File: src/rtl/alu_seq_if.sv
// Request/response bundle for alu_seq: operand request handshake and result response handshake.
// W must match the alu_seq instance it is attached to.
interface alu_seq_if #(parameter int W = 8);
  logic           start_valid;
  logic           start_ready;
  logic [W-1:0]   a;
  logic [W-1:0]   b;
  logic [2:0]     op;
  logic           res_valid;
  logic           res_ready;
  logic [2*W-1:0] y;
  logic [W-1:0]   rem;
  logic           div_by_zero;
  logic           busy;

  modport master (
    output start_valid, a, b, op, res_ready,
    input  start_ready, res_valid, y, rem, div_by_zero, busy
  );

  modport slave (
    input  start_valid, a, b, op, res_ready,
    output start_ready, res_valid, y, rem, div_by_zero, busy
  );
endinterface

File: src/rtl/alu_seq.sv
// Multi-cycle unsigned ALU: single-cycle ADD/SUB/NOP, iterative shift-add MUL and
// restoring DIV (one bit per cycle), valid/ready on both request and response.
module alu_seq #(
  parameter int W = 8
) (
  input  logic     clk,
  input  logic     rst_n,
  alu_seq_if.slave bus
);
  localparam int CW = $clog2(W + 1);

  localparam logic [2:0] OP_ADD = 3'b000;
  localparam logic [2:0] OP_SUB = 3'b001;
  localparam logic [2:0] OP_MUL = 3'b010;
  localparam logic [2:0] OP_DIV = 3'b011;

  typedef enum logic [1:0] {IDLE, CALC, DONE} state_t;

  state_t         r_state;
  logic [CW-1:0]  r_cnt;
  logic           r_is_div;
  logic [2*W-1:0] r_acc;
  logic [2*W-1:0] r_opnd;
  logic [W-1:0]   r_work;
  logic [2*W-1:0] r_y;
  logic [W-1:0]   r_rem;
  logic           r_dbz;
  logic           r_res_valid;
  logic           r_busy;

  logic           w_accept;
  logic [2*W-1:0] w_sum;
  logic [2*W-1:0] w_dif;
  logic [2*W-1:0] w_mul_acc;
  logic [W:0]     w_shift;
  logic           w_fit;
  logic [W-1:0]   w_sub;
  logic [W-1:0]   w_div_rem;
  logic [W-1:0]   w_div_quo;

  assign bus.start_ready = (r_state == IDLE) & rst_n;
  assign bus.res_valid   = r_res_valid;
  assign bus.busy        = r_busy;
  assign bus.y           = r_y;
  assign bus.rem         = r_rem;
  assign bus.div_by_zero = r_dbz;

  assign w_accept = bus.start_valid & bus.start_ready;
  assign w_sum    = {{W{1'b0}}, bus.a} + {{W{1'b0}}, bus.b};
  assign w_dif    = {{W{1'b0}}, bus.a} - {{W{1'b0}}, bus.b};

  // MUL: r_acc accumulates, r_opnd is the multiplicand shifting left, r_work the
  // multiplier shifting right. DIV: r_acc[W-1:0] is the partial remainder,
  // r_opnd[W-1:0] the divisor, r_work shifts dividend bits out and quotient bits in.
  assign w_mul_acc = r_work[0] ? (r_acc + r_opnd) : r_acc;
  assign w_shift   = {r_acc[W-1:0], r_work[W-1]};
  assign w_fit     = (w_shift >= {1'b0, r_opnd[W-1:0]});
  assign w_sub     = w_shift[W-1:0] - r_opnd[W-1:0];
  assign w_div_rem = w_fit ? w_sub : w_shift[W-1:0];
  assign w_div_quo = {r_work[W-2:0], w_fit};

  always_ff @(posedge clk) begin
    if (!rst_n) begin
      r_state     <= IDLE;
      r_cnt       <= '0;
      r_is_div    <= 1'b0;
      r_acc       <= '0;
      r_opnd      <= '0;
      r_work      <= '0;
      r_y         <= '0;
      r_rem       <= '0;
      r_dbz       <= 1'b0;
      r_res_valid <= 1'b0;
      r_busy      <= 1'b0;
    end else begin
      case (r_state)
        IDLE: begin
          if (w_accept) begin
            r_dbz       <= 1'b0;
            r_acc       <= '0;
            r_busy      <= 1'b1;
            r_is_div    <= (bus.op == OP_DIV);
            r_state     <= DONE;
            r_res_valid <= 1'b1;
            r_rem       <= '0;
            case (bus.op)
              OP_ADD: r_y <= w_sum;
              OP_SUB: r_y <= w_dif;
              OP_MUL: begin
                r_opnd      <= {{W{1'b0}}, bus.a};
                r_work      <= bus.b;
                r_cnt       <= CW'(W);
                r_state     <= CALC;
                r_res_valid <= 1'b0;
              end
              OP_DIV: begin
                if (bus.b == '0) begin
                  r_y   <= '0;
                  r_dbz <= 1'b1;
                end else begin
                  r_opnd      <= {{W{1'b0}}, bus.b};
                  r_work      <= bus.a;
                  r_cnt       <= CW'(W);
                  r_state     <= CALC;
                  r_res_valid <= 1'b0;
                end
              end
              default: r_y <= '0;
            endcase
          end
        end
        CALC: begin
          r_cnt <= r_cnt - 1'b1;
          if (r_is_div) begin
            r_acc  <= {{W{1'b0}}, w_div_rem};
            r_work <= w_div_quo;
          end else begin
            r_acc  <= w_mul_acc;
            r_opnd <= r_opnd << 1;
            r_work <= r_work >> 1;
          end
          if (r_cnt == CW'(1)) begin
            r_state     <= DONE;
            r_res_valid <= 1'b1;
            r_y         <= r_is_div ? {{W{1'b0}}, w_div_quo} : w_mul_acc;
            r_rem       <= r_is_div ? w_div_rem : '0;
          end
        end
        DONE: begin
          if (bus.res_ready) begin
            r_state     <= IDLE;
            r_res_valid <= 1'b0;
            r_busy      <= 1'b0;
          end
        end
        default: begin
          r_state     <= IDLE;
          r_res_valid <= 1'b0;
          r_busy      <= 1'b0;
        end
      endcase
    end
  end
endmodule
File: src/flat_wrapper.sv
// flat-port wrapper written by rule: the top's interface ports become plain ports
module alu_seq_flat 
#(
  parameter int W = 8
)
  (clk, rst_n, bus_start_valid, bus_a, bus_b, bus_op, bus_res_ready, bus_start_ready, bus_res_valid, bus_y, bus_rem, bus_div_by_zero, bus_busy);
  alu_seq_if #(.W(W)) bus_i ();
  input  logic clk;
  input  logic rst_n;
  input wire logic [$bits(bus_i.start_valid)-1:0] bus_start_valid;
  input wire logic [$bits(bus_i.a)-1:0] bus_a;
  input wire logic [$bits(bus_i.b)-1:0] bus_b;
  input wire logic [$bits(bus_i.op)-1:0] bus_op;
  input wire logic [$bits(bus_i.res_ready)-1:0] bus_res_ready;
  output wire logic [$bits(bus_i.start_ready)-1:0] bus_start_ready;
  output wire logic [$bits(bus_i.res_valid)-1:0] bus_res_valid;
  output wire logic [$bits(bus_i.y)-1:0] bus_y;
  output wire logic [$bits(bus_i.rem)-1:0] bus_rem;
  output wire logic [$bits(bus_i.div_by_zero)-1:0] bus_div_by_zero;
  output wire logic [$bits(bus_i.busy)-1:0] bus_busy;
  assign bus_i.start_valid = bus_start_valid;
  assign bus_i.a = bus_a;
  assign bus_i.b = bus_b;
  assign bus_i.op = bus_op;
  assign bus_i.res_ready = bus_res_ready;
  assign bus_start_ready = bus_i.start_ready;
  assign bus_res_valid = bus_i.res_valid;
  assign bus_y = bus_i.y;
  assign bus_rem = bus_i.rem;
  assign bus_div_by_zero = bus_i.div_by_zero;
  assign bus_busy = bus_i.busy;
  alu_seq #(.W(W)) u_core (.clk(clk), .rst_n(rst_n), .bus(bus_i));
endmodule
File: config.mk
export PLATFORM = sky130hd
export DESIGN_NAME = alu_seq_flat
export DESIGN_NICKNAME = d
export VERILOG_FILES = /design/src/rtl/alu_seq_if.sv /design/src/rtl/alu_seq.sv /design/src/flat_wrapper.sv
export SDC_FILE = /design/constraint.sdc
export NUM_CORES = 1
export LEC_CHECK = 0
export CAP_MARGIN = 20
export CORE_UTILIZATION = 54
export CTS_BUF_LIST = sky130_fd_sc_hd__clkbuf_8 sky130_fd_sc_hd__clkbuf_16
export DETAILED_ROUTE_END_ITERATION = 8
export PLACE_DENSITY = 0.75
export SLEW_MARGIN = 5
export SYNTH_ARGS = -nofsm -noshare
export SYNTH_HDL_FRONTEND = slang
export SYNTH_SLANG_ARGS = --single-unit
File: constraint.sdc
create_clock -name clk -period 3.1 [get_ports clk]
set_clock_uncertainty 0.15 [all_clocks]
set_input_delay 0.62 -clock clk [delete_from_list [all_inputs] [get_ports clk]]
set_output_delay 0.62 -clock clk [all_outputs]
set_load 0.05 [all_outputs]
; Word level (Yosys, flattened, before mapping)
; Cells that the tools add are included.
[op_classes]
n_eq_ne = 14
n_mux = 44
magnitude_cmp = 1
add_sub_neg = 5
n_bitwise = 3
reduce_logical = 12
[ops]
columns = operator, count
row1 = $mux W16, 10
row2 = $pmux W16 S2, 4
row3 = $pmux W16 S4, 1
row4 = $mux W8, 7
row5 = $pmux W8 S2, 3
row6 = $add A16 B16 Y16, 1
row7 = $pmux W4 S2, 2
row8 = $reduce_and A5 Y1, 2
row9 = $add A8 B8 Y9, 1
row10 = $ge A9 B8 Y1, 1
row11 = $ne A3 B3 Y1 const B, 3
row12 = $reduce_and A3 Y1, 3
row13 = $sub A8 B8 Y9, 1
row14 = $logic_not A8 Y1, 1
row15 = $mux W2, 4
row16 = $mux W4, 2
row17 = $sub A8 B8 Y8, 1
row18 = $eq A3 B2 Y1 const B, 2
row19 = $mux W1, 6
row20 = $ne A2 B2 Y1 const B, 3
row21 = $pmux W1 S3, 2
row22 = $pmux W2 S3, 1
row23 = $eq A4 B1 Y1 const B, 1
row24 = $ne A2 B1 Y1 const B, 2
row25 = 13 further kinds, 15
[totals]
inputBits = 23
reg_bits = 74
output_inout_bits = 28
wordCells = 90

; Longest topological paths before layout
; Gate-level depths: netlist of the first run.
[depth]
depth_word = 5
depth_mapped = 11

; Worst setup path before layout of the first run
; Ideal clock, no wire load.
[synth_path]
kind = input to output
start = input port rst_n
end = output port bus_start_ready
t_required_ps = 2330
stages = 5
path_slack_ps = -88
t_arrival_ps = 2418
path_cell_list = clkbuf_1 inv_1 clkbuf_1 buf_1 nor3_1
[synth_via]
elab_chain_len = 1
[synth_rtl]
columns = item, line_no
row1 = "start, declared", flat_wrapper.sv:9  ; input logic rst_n;
row2 = $and A1 B1 Y1, alu_seq.sv:41  ; assign bus.start_ready = (r_state == IDLE) & rst_n;
row3 = "end, declared", flat_wrapper.sv:15  ; output wire logic [$bits(bus_i.start_ready)-1:0] bus_start_ready;
; Every way passes these cells.

; Final worst setup path of the first run
[layout_path]
start = input port bus_b[0]
end = register u_core.r_y[4], in the netlist u_core.bus.y[4]
[layout_via]
elab_chain_len = 4
elab_cells_between_ends = 8
cone_classes = 2 x add/sub / 1 x eq/ne / 3 x mux / 2 x reduce/logical
[layout_rtl]
columns = item, line_no
row1 = "start, declared", flat_wrapper.sv:12  ; input wire logic [$bits(bus_i.b)-1:0] bus_b;
row2 = $sub A8 B8 Y9 or $add A8 B8 Y9 (tied branches), "alu_seq.sv:50, alu_seq.sv:49"
row3 = $pmux W16 S4, alu_seq.sv:86  ; case (bus.op)
row4 = $mux W16, alu_seq.sv:78  ; if (w_accept) begin
row5 = $pmux W16 S2, alu_seq.sv:76  ; case (r_state)
row6 = "end signal, assigned", alu_seq.sv:87  ; OP_ADD: r_y <= w_sum;
row7 = "end signal, assigned", alu_seq.sv:88  ; OP_SUB: r_y <= w_dif;
row8 = "end signal, assigned", alu_seq.sv:125  ; r_y <= r_is_div ? {{W{1'b0}}, w_div_quo} : w_mul_acc;
row9 = "end, declared", alu_seq.sv:25  ; logic [2*W-1:0] r_y;
; Several ways; a longest one is shown, not always the timed one. The select of a mux whose other input is x is not followed.
; A chain may end at the register's enable or synchronous reset.

==> results of run 1 <==
==> per-stage QoR <==
| step | util [%] | instance area [um^2] | hold WS, ns |
|---|---|---|---|
| global route | 67.0 | 6190 | 0.335 |
| CTS | 66.9 | 6180 | 0.302 |
| floorplan | - | 5150 | 0.289 |
| detailed placement | 65.0 | 6000 | 0.290 |
| finish | 67.0 | 6190 | 0.298 |
| global placement | 65.0 | 6000 | 0.283 |
==> cell families after synthesis <==
kind of cell	share of synthesized area, %
adder cells (fa/ha/maj)	11.5
AND/OR/NAND/NOR	17.6
flip-flops	28.4
AO/OA/AOI/OAI	27.4
XOR/XNOR	4.25
multiplexers	5.49
buffers and inverters	5.32
==> cells in the final DEF, fill, tap and decap left out, drive strengths merged, types with 6 or more instances in the layout <==
| cell | synthesis | routed |
|---|---|---|
| nand2 | 59 | 59 |
| and2 | 9 | 9 |
| a22oi | 17 | 17 |
| dfxtp | 73 | 73 |
| inv | 33 | 35 |
| nand3 | 14 | 14 |
| buf | 15 | 44 |
| clkdlybuf4s50 | 0 | 49 |
| a31oi | 10 | 10 |
| ha | 41 | 41 |
| nand2b | 6 | 6 |
| a311oi | 11 | 11 |
| o21ai | 40 | 40 |
| a21oi | 63 | 63 |
| xnor2 | 20 | 20 |
| a21o | 10 | 10 |
| mux2i | 26 | 26 |
| clkbuf | 18 | 9 |
| o211ai | 6 | 6 |
| nor2 | 70 | 70 |
| a211oi | 9 | 9 |
| nor3 | 8 | 8 |
| nor2b | 7 | 7 |
| o22ai | 7 | 7 |
==> layer usage <==
| layer | GRT usage [%] | up-vias | wire length [um] | share of wire [%] |
|---|---|---|---|---|
| met1 | 40.2 | 2379 | 6630 | 45 |
| met2 | 52.6 | 171 | 6820 | 46 |
| met4 | 12.9 | 0 | 380 | 2.6 |
| met3 | 5.55 | 40 | 888 | 6.0 |
| li1 | - | 2481 | - | - |
| met5 | 0 | - | 0 | 0 |
==> what timing repair did <==
| action | CTS | global route |
|---|---|---|
| endpoints found under the setup margin | 0 | 2 |
| buffers inserted | 0 | 1 |
| gates resized for setup | 0 | 0 |
==> power breakdown <==
part	total (uW)	switching, uW	internal (uW)
Combinational	658	390	268
Clock	726	368	358
Sequential	1010	39.9	974
==> worst paths after layout <==
path | startpoint | to | slack (ns) | cells past startpoint
setup reg to reg | u_core.r_opnd[0] | u_core.bus.y[14] | 0.25 | 10
hold / removal | u_core.bus.rem[0] | u_core.bus.rem[0] | 0.30 | 2
setup / recovery | bus_b[0] | u_core.bus.y[4] | 0.23 | 11
hold reg to reg | u_core.bus.rem[0] | u_core.bus.rem[0] | 0.30 | 2
==> registers in the layout, indices dropped and copies added (netlist names) <==
register and flops:
u_core.r_acc 16, u_core.r_is_div 1, u_core.bus.busy 1, u_core.bus.y 16, u_core.r_state 2, u_core.bus.div_by_zero 1
u_core.bus.rem 8, u_core.r_cnt 4, u_core.r_work 8, u_core.r_opnd 16
==> area by class of cell <==
cell class	instances	share of cell area, %
multi-input combinational	506	55.3
sequential	73	23.6
timing repair buffer	93	13.7
tap	129	2.61
clock buffer	9	2.00
inverter	33	2.00
clock inverter	6	0.849
==> critical path: stages <==
cell,delay (ns)
clkdlybuf4s50_1,0.48
buf_4,0.14
ha_1,0.18
inv_1,0.07
fa_1,0.39
o21bai_1,0.15
a21oi_1,0.10
a21oi_1,0.20
xnor2_1,0.11
a221oi_1,0.41
a21oi_1,0.12
==> results.md, run 1 <==
- Pwr Density: between 300 and 400 nW/um^2
- Post-DP HPWL: 11200 um
- Clk_lat worst skew: 0.36 ns
- Post-Syn Nets: 713
- Total power draw: roughly 2400 uW
- Ys flop type: dfxtp_1
- Rows: 35
- Synth Register Bits: 73
- Final period util: 92.7%
- Pin count of the biggest net entering global routing: 47
- First-pass GRT wire length: 24600 um
- Post-route insts no fill: ~850
- Final worst slack: approximately 0.23 ns
- Die W: 99.7 um
- DRC viols: 0
- Synth top area share: roughly 28%
- Final ANT Viol Nets: 0
- Post-synthesis sequential area ratio: 28.4%
- PortBufs: 50
- Crit path launch type: input port
- Initial DRT Pass Iterations: 5
- Cell count after synthesis: 645
- Layout fillers: roughly 800
- Drt total wl: around 15000 um
- Vias in the first global route: slightly above 5000
- CTS Buf Count: 9
- Top-Level Pins: 51
- Routed wire per std cell: 17.3 um
- Distinct cells, synth: 70
- Setup tns final: 0 ns
- Final Hold Vio Count: 0
- Syn_area_per_cell: 7.98 um^2
- Total number of vias: ~5000
- Growth of design area from synthesis to finish: 20.2%
- Clock slew at reported path FFs: 0.08 ns
- Diode count: 0
- # hold bufs at CTS: 0
- Async SR Flop Fraction: 0%
- GRT Residual Overflow: 0
- Critical path required time: around 3.2 ns
- Starting DRT DRC Count: 330
- Post-layout nets: around 780
- H-tree lvl count: 3
- Worst slew pin tran: 0.904 ns
- Final Critical Period: 2.87 ns
- Hold Path Class: reg2reg
- Pleak: 0.00257 uW
- # placed instances: 833
- Pre-CTS setup slack: -0.0888 ns
- Routability cong.: between 0.8 and 0.9
- Netlist Area Pre-Place: 5150 um^2
- Register area: 1460 um^2
- Crit-path max FO: 4
- Clock sinks: 73
- Slew Limit Fails: 0
- Worst setup EP type: flip-flop
- Worst Setup Path Type: in2reg
- GRT Overall Usage: 31.5%
- CTS tree: yes
- Synth top area cells: dfxtp_1 (28%), ha_1 (10%), a21oi_1 (6.0%), mux2i_1 (5.1%), nor2_1 (5.0%)
- Die Span Y: between 90 and 100 um
- Status: completed
- Multi-input gate area: roughly 3400 um^2
- Starting density of the core: between 50 and 60%
- Maximum clock rate: 348 MHz
- Post-synth EDFFs: 0
- Core area: 9240 um^2
- Most common cell in the netlist: dfxtp_1
- Layout cell share with drive strength beyond 1: 10.4%
- Synth Warn #: 0
- Initial antenna violation count: 0
- Final-report setup violation count: 0
- Max-cap viol count: 0
- Critical path arrival: approximately 3.0 ns
- Commonest cells in the netlist: dfxtp_1 (73), nor2_1 (69), a21oi_1 (62), nand2_1 (58), ha_1 (41)
- RSZ-0062 raised after global routing: false
- CTS root buffer: clkbuf_8
- Die footprint: 9930 um^2
- CTS max path bufs: 2
- Largest area contributor in the netlist: dfxtp_1
- Rel. slew slack: between 30% and 40%
- Vias per inst: approximately 6
- Worst VDD drop: ~280 uV
Note: power is estimated with default switching activity, not from simulation.
==> inputs of run 2 (changes only) <==
--- a/config.mk
+++ b/config.mk
@@ -5,6 +5,7 @@
 export SDC_FILE = /design/constraint.sdc
 export NUM_CORES = 1
 export LEC_CHECK = 0
+export ABC_AREA = 1
 export CAP_MARGIN = 20
 export CORE_UTILIZATION = 54
 export CTS_BUF_LIST = sky130_fd_sc_hd__clkbuf_8 sky130_fd_sc_hd__clkbuf_16
==> run 2 against run 1 <==
First-iteration DRC count up 74%; critical path depth is 2 lower; sequential share of layout area is 1.2 points lower; cell area grew 5.3%; critical path type is now reg2reg; highest routed layer unchanged.
==> results.md, run 2 <==
- Synth top area share: 25.7%
- Slew Limit Fails: 0
- # placed instances: roughly 1100
- Critical path required time: ~3.2 ns
- Register area: 1460 um^2
- Worst Setup Path Type: reg2reg
- Rows: 37
- Slowest cell on crit path: dfxtp_1
- Layout fillers: 1070
- GRT Overall Usage: 33.1%
- Vias in the first global route: around 5700
- Post-Syn Nets: 991
- Die W: 105 um
- Vias per inst: 5.60
- Async SR Flop Fraction: 0%
- CTS max path bufs: 2
- First-pass GRT wire length: between 20000 and 30000 um
- Final-report setup violation count: 0
- Worst VDD drop: 211 uV
- Core area: 10300 um^2
- Post_cts resized: 0
- Commonest cells in the netlist: nand2_1 (251), inv_1 (121), a21oi_1 (91), nor2_1 (81), dfxtp_1 (73)
- Worst setup EP type: flip-flop
- Growth of design area from synthesis to finish: 14.7%
- Synth Register Bits: 73
- Crit path launch type: flip-flop
- Initial antenna violation count: 0
- Post-route insts no fill: between 1000 and 1500
- Post-CTS setup buffer count: 0
- Rel. slew slack: 58.5%
- PortBufs: 50
- Post-synth EDFFs: 0
- Die Span Y: ~100 um
- Most common cell in the netlist: nand2_1
- Ys flop type: dfxtp_1
- CTS root buffer: clkbuf_8
- Drt total wl: 17600 um
- Routability cong.: 1.02
- Die footprint: 10900 um^2
- Crit-path max cell delay: 0.44 ns
- RSZ-0062 raised after global routing: false
- Crit-path max FO: 9
- Synth Warn #: 0
- Final Hold Vio Count: 0
- Most common cell after layout, fill and taps aside: nand2_1
- Synth top area cells: dfxtp_1 (26%), nand2_1 (17%), ha_1 (9.0%), a21oi_1 (8.0%), inv_1 (8.0%)
- Diode count: 0
- H-tree lvl count: 3
- Netlist Area Pre-Place: 5680 um^2
- Post-DP HPWL: 13700 um
- Clock slew at reported path FFs: about 0.090 ns
- Hold Path Class: reg2reg
- Clock sinks: 73
- CTS Buf Count: 9
- Multi-input gate area: around 3600 um^2
- Starting DRT DRC Count: 573
- Layout cell share with drive strength beyond 1: under 10%
- GRT Residual Overflow: 0
- Most frequent cells in the layout: nand2_1 (251), inv_1 (122), a21oi_1 (91)
- Pleak: 0.00290 uW
- # hold bufs at CTS: 0
- Setup tns final: 0 ns
- Final period util: between 80 and 90%
- Cell count after synthesis: between 900 and 1000
- Post-synthesis sequential area ratio: 25.7%
- Post-layout nets: 1037
- Critical path arrival: 2.75 ns
- CP cell instances: inv_1 > ha_1 > nand2_1 > nor2_1 > nand3_1 > nand4_1 > nand2_1 > nand4_1 > a21oi_1
- CTS tree: yes
- Routed wire per std cell: 15.8 um
- Largest area contributor in the netlist: dfxtp_1
- Top-Level Pins: 51
- Status: completed
- Starting density of the core: 55.2%
- Pin count of the biggest net entering global routing: 48
- Pwr Density: around 380 nW/um^2
- Worst slew pin tran: between 0.6 and 0.7 ns
- DRC viols: 0
- Syn_area_per_cell: 6.15 um^2
- Distinct cells, synth: 42
- Clk_lat worst skew: 0.37 ns
- Final ANT Viol Nets: 0
- Maximum clock rate: ~380 MHz
- Max-cap viol count: 0
- Initial DRT Pass Iterations: 8
- Final Critical Period: 2.60 ns
- Total number of vias: 6219
## run 2: final cells by class
class,instances,area share [%]
clock buffer,9,1.90
inverter,129,7.51
timing repair buffer,65,9.57
clock inverter,7,0.730
multi-input combinational,691,55.2
sequential,73,22.4
tap,136,2.61
## run 2: cells by family (layout without fill, tap and decap cells)
logic type	Yosys count	in the layout	synth area share, %
adder cells (fa/ha/maj)	45	45	10.4
AND/OR/NAND/NOR	457	457	34.8
buffers and inverters	159	210	10.9
XOR/XNOR	5	5	0.771
AO/OA/AOI/OAI	184	184	17.4
flip-flops	73	73	25.7
## run 2: final timing paths
path	to	from	slack, ns	depth (start not counted)
hold reg to reg	u_core.bus.rem[2]	u_core.bus.rem[2]	0.32	2
setup / recovery	u_core.bus.rem[4]	u_core.r_opnd[1]	0.50	9
hold / removal	u_core.bus.rem[2]	u_core.bus.rem[2]	0.32	2
setup reg to reg	u_core.bus.rem[4]	u_core.r_opnd[1]	0.50	9
## run 2: where the power goes
group	internal, uW	switching [uW]
sequential	977	32.2
combinational	258	534
clock	290	388
## run 2: metrics by stage
step                      util (%)  hold slack [ns]  power, uW  worst slack [ns]  area [um^2]
final                         63.4            0.322       2480             0.499         6510
after global routing          63.4            0.344       2610             0.270         6510
after CTS                     63.4            0.318       2470             0.539         6510
after detailed placement      61.7            0.305       1800             0.167         6340
after global placement        61.7            0.310       1810             0.204         6340
after floorplan                  -            0.295       1560             0.854         5680
## run 2: worst max-delay path: cells and delay by family (launching register included)
family	cells	cell delay [ns]
adder cells (fa/ha/maj)	1	0.35
buffers and inverters	1	0.14
AO/OA/AOI/OAI	1	0.22
flip-flops	1	0.44
AND/OR/NAND/NOR	6	1.22
## run 2: routing by layer
metal	GRT usage, %	up-vias	wire length, um
met4	12.1	0	594
met1	41.7	2793	7330
met3	6.61	45	1390
li1	-	3134	-
met5	0	-	0
met2	55.5	247	8260
==> inputs of run 3 (changes only) <==
--- a/config.mk
+++ b/config.mk
@@ -7,10 +7,10 @@
 export LEC_CHECK = 0
 export ABC_AREA = 1
 export CAP_MARGIN = 20
-export CORE_UTILIZATION = 54
+export CORE_UTILIZATION = 53
 export CTS_BUF_LIST = sky130_fd_sc_hd__clkbuf_8 sky130_fd_sc_hd__clkbuf_16
 export DETAILED_ROUTE_END_ITERATION = 8
-export PLACE_DENSITY = 0.75
+export PLACE_DENSITY = 0.76
 export SLEW_MARGIN = 5
 export SYNTH_ARGS = -nofsm -noshare
 export SYNTH_HDL_FRONTEND = slang
==> constraint.sdc (replaced) <==
create_clock -name clk -period 2.2 [get_ports clk]
set_clock_uncertainty 0.15 [all_clocks]
set_input_delay 0.44 -clock clk [delete_from_list [all_inputs] [get_ports clk]]
set_output_delay 0.44 -clock clk [all_outputs]
set_load 0.05 [all_outputs]
==> run 3 against run 2 <==
Die area is 1.9% higher; critical endpoint is now bus_y[2]; via count is 5.1% higher; worst hold slack worse by 0.0014 ns; sequential share of layout area is 2.8 points lower; cell area is 15% higher.
==> results.md, run 3 (same netlist as run 2, synthesis figures left out) <==
- CTS root buffer: clkbuf_8
- Clock sinks: 73
- Final worst slack: 0.0188 ns
- Post-route insts no fill: 1196
- Hold Path Class: reg2reg
- Status: completed
- DRC viols: 0
- Post-CTS setup buffer count: 0
- GRT Overall Usage: 33.7%
- Routed wire per std cell: 15.1 um
- Drt total wl: 18100 um
- Die W: 106 um
- # hold bufs at CTS: 0
- Met1 Wirelength: approximately 7600 um
- Worst VDD drop: between 400 and 500 uV
- Starting DRT DRC Count: 501
- PortBufs: 50
- Post-DP HPWL: 14100 um
- Worst Setup Path Type: reg2out
- Top delay family on crit path: buffers and inverters
- Die footprint: 11100 um^2
- Starting density of the core: about 55%
- Maximum clock rate: 458 MHz
- Diode count: 0
- CTS tree: yes
- Final Hold Vio Count: 0
- Clock network fraction of design power: 30.6%
- # placed instances: 1180
- Growth of design area from synthesis to finish: 31.4%
- P_sw: 1420 uW
- Die Span Y: 106 um
- Critical path required time: around 1.6 ns
- Wire length on met3: 1030 um
- CTS max path bufs: 2
- Pre-CTS setup slack: -0.495 ns
- GRT Residual Overflow: 0
- Routability cong.: 0.923
- Vias per inst: 5.47
- Max-cap viol count: 0
- CP cell instances: clkdlybuf4s50_1
- Comb pwr share: 33.7%
- Initial antenna violation count: 0
- Rel. slew slack: 64.6%
- H-tree lvl count: 3
- Total number of vias: 6537
- Clk_lat worst skew: between 0.3 and 0.4 ns
- Post-layout util: 72.0%
- Pwr Density: 533 nW/um^2
- Highest Signal Layer: met5
- Final period util: 99.1%
- Rows: 37
- Final ANT Viol Nets: 0
- Final-report setup violation count: 0
- Worst setup EP type: output port
- Most frequent cells in the layout: nand2_1 (242), inv_1 (116), buf_4 (98)
- P_int: 2560 uW
- Sequential power share: between 30% and 40%
- Final Critical Period: 2.18 ns
- Vias in the first global route: approximately 6200
- Clock slew at reported path FFs: 0.08 ns
- CP Buf/Inv Count: 1
- Pin count of the biggest net entering global routing: between 40 and 50
- Critical path arrival: around 1.6 ns
- Top-Level Pins: 51
- Slowest cell on crit path: clkdlybuf4s50_1
- Post-layout nets: 1123
- Core area: 10400 um^2
- Post-route cell area: about 7500 um^2
- Placement Cell Area: 7010 um^2
- Pleak: 0.00338 uW
- First-pass GRT wire length: 29400 um
- Crit path launch type: flip-flop
- CTS Buf Count: 9
- Crit-path max cell delay: 0.83 ns
- Worst slew pin tran: 0.529 ns
- Switching Fraction: between 30% and 40%
- WL met2: 8650 um
- Crit-path max FO: 2
- Initial DRT Pass Iterations: 5
- Layout cell share with drive strength beyond 1: 17.8%
- Most common cell after layout, fill and taps aside: nand2_1
- Slew Limit Fails: 0
-- run 3: worst min-delay path: cells and delay by family (launching register included) --
family           cells  cell delay, ns
AO/OA/AOI/OAI        1            0.06
flip-flops           1            0.31
AND/OR/NAND/NOR      1            0.06
-- run 3: path summary, 6_finish.rpt --
path	cells after the start	slack [ns]	startpoint	to
max	1	0.02	u_core.bus.y[2]	bus_y[2]
min	2	0.32	u_core.bus.rem[0]	u_core.bus.rem[0]
max reg2reg	13	0.12	u_core.r_work[7]	u_core.r_acc[6]
min reg2reg	2	0.32	u_core.bus.rem[0]	u_core.bus.rem[0]
-- run 3: timing repair --
action / CTS / global route
pin swaps: 2 / 7
endpoints found under the setup margin: 10 / 53
gates resized for setup: 7 / 59
gates cloned: 0 / 0
-- run 3: layout make-up --
| cell class | count | area (um^2) |
|---|---|---|
| multi-input combinational | 691 | 3810 |
| clock inverter | 7 | 101 |
| timing repair buffer | 151 | 1300 |
| sequential | 73 | 1470 |
| clock buffer | 9 | 124 |
| fill | 920 | 2910 |
| inverter | 129 | 489 |
| tap | 136 | 170 |
-- run 3: routing by layer --
| metal | global-route usage [%] | vias up |
|---|---|---|
| met5 | 4.29 | - |
| met4 | 21.2 | 2 |
| met3 | 5.32 | 58 |
| met2 | 55.9 | 214 |
| met1 | 40.4 | 2964 |
| li1 | - | 3299 |
-- run 3: power groups by stage --
stage	combinational [uW]	clock (uW)	sequential (uW)
2_1_floorplan	646	0	1550
3_3_place_gp	1250	0	1450
3_5_place_dp	1260	0	1450
4_1_cts	1270	1210	1420
5_1_grt	1460	1280	1430
6_report	1340	1220	1420
-- run 3: metrics by stage --
step	hold slack, ns	TNS [ns]	power (uW)
2_1_floorplan	0.295	0	2190
3_3_place_gp	0.302	-11.77	2700
3_5_place_dp	0.310	-12.84	2710
4_1_cts	0.322	0	3900
5_1_grt	0.350	-0.0456	4170
6_report	0.321	0	3980
